`config.mk`:
```
export PLATFORM = sky130hd
export DESIGN_NAME = sd_sector_arbiter
export DESIGN_NICKNAME = d
export VERILOG_FILES = /design/src/rtl/sd_arb_pkg.sv /design/src/rtl/sd_arb_rr.sv /design/src/rtl/sd_sector_arbiter.sv
export SDC_FILE = /design/constraint.sdc
export NUM_CORES = 1
export LEC_CHECK = 0
export CAP_MARGIN = 10
export CELL_PAD_IN_SITES_DETAIL_PLACEMENT = 1
export CELL_PAD_IN_SITES_GLOBAL_PLACEMENT = 1
export CORE_MARGIN = 2
export CORE_UTILIZATION = 23
export CTS_CLUSTER_DIAMETER = 100
export CTS_CLUSTER_SIZE = 8
export DETAILED_ROUTE_END_ITERATION = 12
export PLACE_DENSITY = 0.8
export SYNTH_ARGS = -nofsm -noshare
export SYNTH_HDL_FRONTEND = slang
export SYNTH_HIERARCHICAL = 1
export SYNTH_SLANG_ARGS = --single-unit
```
`constraint.sdc`:
```
create_clock -name clk -period 4.1 [get_ports clk]
set_input_delay 0.41 -clock clk [delete_from_list [all_inputs] [get_ports clk]]
set_output_delay 0.41 -clock clk [all_outputs]
set_load 0.02 [all_outputs]
```
`src/rtl/sd_arb_pkg.sv`:
```
// Shared definitions for the SD sector arbiter: FSM encoding, client/sector sizing
// and the modulo helper used by the round-robin search.
package sd_arb_pkg;

  localparam int MAX_CLI  = 6;
  localparam int SECTOR_W = 32;
  localparam int IDX_W    = 3;

  typedef enum logic [1:0] {
    IDLE = 2'd0,
    BUSY = 2'd1,
    ACK  = 2'd2
  } arb_state_t;

  // (base + step) mod ncli, valid for base < ncli and step <= ncli
  function automatic logic [IDX_W-1:0] rr_wrap(input logic [IDX_W-1:0] base,
                                               input int step, input int ncli);
    int sum;
    sum = int'({29'd0, base}) + step;
    if (sum >= ncli) sum = sum - ncli;
    return IDX_W'(sum);
  endfunction

endpackage

```
`src/rtl/sd_arb_rr.sv`:
```
// Combinational round-robin picker: first requesting client after i_last,
// wrapping modulo NCLI.
module sd_arb_rr import sd_arb_pkg::*; #(
  parameter int NCLI = 6
) (
  input  logic [MAX_CLI-1:0] i_req,
  input  logic [IDX_W-1:0]   i_last,
  output logic [IDX_W-1:0]   o_grant,
  output logic               o_valid
);

  always_comb begin
    o_grant = '0;
    o_valid = 1'b0;
    // Walk from the farthest candidate to the nearest so the nearest hit wins.
    for (int k = NCLI; k >= 1; k--) begin
      if (i_req[rr_wrap(i_last, k, NCLI)]) begin
        o_grant = rr_wrap(i_last, k, NCLI);
        o_valid = 1'b1;
      end
    end
  end

endmodule

```
`src/rtl/sd_sector_arbiter.sv`:
```
// Round-robin arbiter granting up to six sector clients exclusive use of one SD card
// wrapper. Optional BUSY watchdog enabled by defining SD_ARB_TIMEOUT_EN.
module sd_sector_arbiter import sd_arb_pkg::*; #(
  parameter int          NCLI           = 6,
  parameter logic [23:0] TIMEOUT_CYCLES = 24'd16777215
) (
  input  logic                     clk,
  input  logic                     rst,
  input  logic [NCLI-1:0]          cl_rreq,
  input  logic [NCLI-1:0]          cl_wreq,
  input  logic [SECTOR_W*NCLI-1:0] cl_sector,
  input  logic [8*NCLI-1:0]        cl_inbyte,
  output logic [NCLI-1:0]          cl_busy,
  output logic [NCLI-1:0]          cl_ack,
  output logic [NCLI-1:0]          cl_err,
  output logic [NCLI-1:0]          cl_outen,
  output logic [MAX_CLI-1:0]       sd_rstart,
  output logic [MAX_CLI-1:0]       sd_wstart,
  output logic [SECTOR_W-1:0]      sd_rsector,
  input  logic                     sd_rbusy,
  input  logic                     sd_rdone,
  input  logic                     sd_outen,
  input  logic [8:0]               sd_outaddr,
  input  logic [7:0]               sd_outbyte,
  output logic [7:0]               sd_inbyte
);

  localparam logic [IDX_W-1:0]   LAST_RST = IDX_W'(NCLI - 1);
  localparam logic [MAX_CLI-1:0] CLI_MASK = MAX_CLI'((1 << NCLI) - 1);

  arb_state_t           r_state;
  arb_state_t           w_state_next;
  logic [IDX_W-1:0]     r_grant;
  logic [IDX_W-1:0]     r_last;
  logic [SECTOR_W-1:0]  r_sector;
  logic                 r_read;
  logic [IDX_W-1:0]     w_grant;
  logic                 w_valid;
  logic                 w_timeout_hit;
  logic [MAX_CLI-1:0]   w_req;
  logic [MAX_CLI-1:0]   w_rreq;
  logic [MAX_CLI-1:0]   w_onehot;
  logic [SECTOR_W-1:0]  w_sector_arr [MAX_CLI];
  logic [7:0]           w_inbyte_arr [MAX_CLI];

  // Pad client buses to MAX_CLI so a 3-bit grant index is always in range.
  generate
    for (genvar gi = 0; gi < MAX_CLI; gi++) begin : g_cli
      if (gi < NCLI) begin : g_live
        assign w_req[gi]        = cl_rreq[gi] | cl_wreq[gi];
        assign w_rreq[gi]       = cl_rreq[gi];
        assign w_sector_arr[gi] = cl_sector[SECTOR_W*gi +: SECTOR_W];
        assign w_inbyte_arr[gi] = cl_inbyte[8*gi +: 8];
      end else begin : g_pad
        assign w_req[gi]        = 1'b0;
        assign w_rreq[gi]       = 1'b0;
        assign w_sector_arr[gi] = '0;
        assign w_inbyte_arr[gi] = '0;
      end
    end
  endgenerate

  sd_arb_rr #(.NCLI(NCLI)) u_rr (
    .i_req   (w_req),
    .i_last  (r_last),
    .o_grant (w_grant),
    .o_valid (w_valid)
  );

  assign w_onehot   = MAX_CLI'(1) << r_grant;
  assign sd_rsector = r_sector;

  always_ff @(posedge clk) begin
    if (rst) begin
      r_state  <= IDLE;
      r_last   <= LAST_RST;
      r_grant  <= '0;
      r_sector <= '0;
      r_read   <= 1'b0;
    end else begin
      r_state <= w_state_next;
      if (r_state == IDLE && w_valid) begin
        r_grant  <= w_grant;
        r_last   <= w_grant;
        r_sector <= w_sector_arr[w_grant];
        r_read   <= w_rreq[w_grant];
      end
    end
  end

  always_comb begin
    w_state_next = r_state;
    sd_rstart    = '0;
    sd_wstart    = '0;
    cl_busy      = '0;
    cl_ack       = '0;
    cl_outen     = '0;
    sd_inbyte    = 8'h00;
    unique case (r_state)
      IDLE: begin
        if (w_valid) w_state_next = BUSY;
      end
      BUSY: begin
        if (sd_rdone || w_timeout_hit) w_state_next = ACK;
        if (r_read) sd_rstart = w_onehot & CLI_MASK;
        else        sd_wstart = w_onehot & CLI_MASK;
        cl_busy   = w_onehot[NCLI-1:0];
        if (sd_outen && r_read) cl_outen = w_onehot[NCLI-1:0];
        sd_inbyte = w_inbyte_arr[r_grant];
      end
      ACK: begin
        w_state_next = IDLE;
        cl_busy      = w_onehot[NCLI-1:0];
        cl_ack       = w_onehot[NCLI-1:0];
      end
      default: w_state_next = IDLE;
    endcase
  end

`ifdef SD_ARB_TIMEOUT_EN
  logic [23:0] r_timer;
  logic        r_err;
  logic        w_unused_inputs;

  assign w_timeout_hit   = (r_state == BUSY) && (r_timer == TIMEOUT_CYCLES - 24'd1);
  assign w_unused_inputs = ^{sd_rbusy, sd_outaddr, sd_outbyte};

  always_ff @(posedge clk) begin
    if (rst) begin
      r_timer <= '0;
      r_err   <= 1'b0;
    end else begin
      r_timer <= (r_state == BUSY) ? r_timer + 24'd1 : 24'd0;
      // A real sd_rdone on the expiry cycle still counts as a clean completion.
      if (r_state == BUSY) r_err <= w_timeout_hit && !sd_rdone;
    end
  end

  assign cl_err = (r_state == ACK && r_err) ? w_onehot[NCLI-1:0] : '0;
`else
  logic w_unused_inputs;

  assign w_timeout_hit   = 1'b0;
  assign w_unused_inputs = ^{sd_rbusy, sd_outaddr, sd_outbyte, TIMEOUT_CYCLES};
  assign cl_err          = '0;
`endif

endmodule

```
==> metrics.txt <==
Post-synth ARST share 0%; CTS tree built; initial antenna violation count 0; IO buf count roughly 330; Peak VDD IR ~490 uV; Clock Tree Buf Depth 2; worst-path maximum fanout 27; area delta synth->final 83.0%; # DRC 0; Yosys reg bits 40; ys flop type dfxtp_1; Fillers between 2,000 and 2,500; initial DRC count about 140; layout cells sized above 1 8.09%; Worst-Margin Slew about 850 ps; Pre-antenna DRT Iters 4; DRT antenna net count 0; commonest non-fill, non-tap cell in the layout clkdlybuf4s50_1; vias per std cell between 4 and 5; vias post-DR approximately 5,500; Die H between 100 and 150 microns; Mean Syn Cell Area around 8.1 sq um; Die X 144 microns; maxcap violations 0; Global Route Usage Sum between 10% and 20%; CTS H-tree depth 2; clk sinks 40; fin crit share around 92%; CP endpoint kind flop; first-pass GRT wire length between 30 and 40 mm; final worst slack between 300 and 400 ps; Mapped Area 4500 sq um; GPL Wtd Cong roughly 0.86; DR WL/cell 18.5 microns; Post-synth EDFFs 0; Syn. warnings 6; Leak 3.16 nW; Startpoint Class flop; Met2 Wirelength between 10 and 15 mm; die area approximately 21,000 sq um; P per Cell Area around 860 nW/um^2; largest net degree at the start of global routing 41; Routed WL about 21 mm; reg2reg path depth 13; Final TNS setup 0 ps; Worst slew margin ~44%; FMAX around 260 MHz; Clock Latency Late Sink a little under 300 ps; Netlist cell types between 50 and 60; synthesized instance count approximately 560; clock slew at reported path FFs approximately 60 ps; Setup Skew ~7.7 ps; Data arrival, critical path 3940 ps; Inserted Clock Buffers 5; Required @ worst endpoint 4250 ps; final hold viol count 0; pre-CTS WS approximately 220 ps; Hold Path Class flop to flop; final setup vio count 0; crit path time final 3790 ps; Tot Pwr 7.06 mW; FP Rows 51; total core area 19,300 sq um; met3 routed WL about 1.1 mm; Starting Density between 20% and 30%; critical setup path kind flop to flop; met1 WL between 8 and 9 mm; outcome completed; register area share after synthesis ~18%; commonest non-fill, non-tap cells in the layout 324 x clkdlybuf4s50_1, 110 x mux2i_1, 78 x nor2_1; Layout Nets around 1,200; DP HPWL 17.1 mm; I/O pin count 350; Final Max Slew Viols 0; setup bufs post-CTS 0; worst hold stages 2; global route overflow 0; Top Layer Used met4; Ant. Diodes 0; RSZ-0062 raised after global routing no; vias in the first global route a little under 6,000; Clk Tree Root Cell clkbuf_16
==> sequential cells by signal, indices dropped and copies added (netlist names) <==
name,cells
r_read,1
r_grant,3
r_state,2
sd_rsector,32
r_last,2
==> path summary, 6_finish.rpt <==
check                               startpoint              to  slack [ps]
worst max register to register      r_grant[1]   sd_rsector[0]         310
worst max-delay path                r_grant[1]   sd_rsector[0]         310
worst min-delay path            sd_rsector[30]  sd_rsector[30]         500
worst min register to register  sd_rsector[30]  sd_rsector[30]         500
==> cell type report <==
class	instances	area (sq um)	share of cell area, %
timing repair buffer	347	3490	42.4
multi-input combinational	451	3370	41.0
sequential	40	801	9.73
tap	265	332	4.03
clock buffer	5	125	1.52
inverter	19	71.3	0.866
clock inverter	3	42.5	0.517
==> metal layers <==
layer / vias up / GRT usage (%)
li1: 2655 / -
met1: 2637 / 23.7
met2: 187 / 34.6
met3: 45 / 4.30
met4: 0 / 7.89
met5: - / 0
==> what timing repair did <==
action	in CTS	in global routing
setup endpoints to repair	0	7
hold buffers	0	0
gates resized for setup	0	1
==> critical path, stage by stage (launching register included) <==
cell and delay (ps):
dfxtp_1 310, inv_1 220, ha_1 260, nor3b_4 340, mux2_2 370, mux4_2 530
nor3_1 210, a21oi_1 150, o21ai_4 380, buf_12 270, mux2i_1 240, o22ai_1 130
o22ai_1 160, nor2_1 50
==> report_power, final <==
group	internal [mW]	leakage (nW)	total (mW)	switching (mW)
registers	0.545	0.332	0.644	0.0984
logic	2.78	2.74	5.96	3.18
clock network	0.286	0.0798	0.458	0.172
==> per-stage QoR <==
stage | area, sq um | utilization (%) | cells | hold WS [ps]
finish | 8230 | 42.6 | 1130 | 503
global route | 8230 | 42.6 | 1130 | 532
CTS | 8230 | 42.5 | 1130 | 502
detailed placement | 8060 | 41.7 | 1122 | 494
global placement | 8060 | 41.7 | 1122 | 491
floorplan | 4520 | - | 560 | 476
==> synthesized netlist by cell type (3+ instances only) <==
| library cell | instances | area [sq um] |
|---|---|---|
| or2_2 | 6 | 37.5 |
| nor2b_1 | 5 | 31.3 |
| nand2_1 | 18 | 67.6 |
| buf_4 | 12 | 90.1 |
| nand3_1 | 3 | 15.0 |
| nor3_1 | 8 | 40.0 |
| nand2b_1 | 6 | 37.5 |
| clkbuf_1 | 13 | 48.8 |
| ha_1 | 14 | 175 |
| o22a_1 | 6 | 52.6 |
| a21oi_1 | 11 | 55.1 |
| mux2i_1 | 110 | 1100 |
| inv_1 | 19 | 71.3 |
| a211oi_1 | 5 | 37.5 |
| buf_1 | 4 | 15.0 |
| xnor2_1 | 3 | 26.3 |
| buf_2 | 13 | 65.1 |
| buf_6 | 8 | 90.1 |
| o21ai_0 | 47 | 235 |
| a211o_1 | 3 | 26.3 |
| o22ai_1 | 65 | 407 |
| mux2_2 | 5 | 56.3 |
| mux4_2 | 10 | 225 |
| nor2_1 | 78 | 293 |
| dfxtp_1 | 40 | 801 |
==> kinds of logic (layout without fill, tap and decap cells) <==
kind of cell	after synthesis	after routing	synth area share, %
adders and majority gates	14	14	3.89
and+or+nand+nor	143	143	15.2
AOI/OAI and AO/OA	153	153	21.2
DFF	40	40	17.8
xor gates and xnor gates	6	6	1.34
muxes	129	129	32.0
buffers and inverters	69	374	8.45
other	1	6	0.0833
Power figures use the tool's default switching activity.
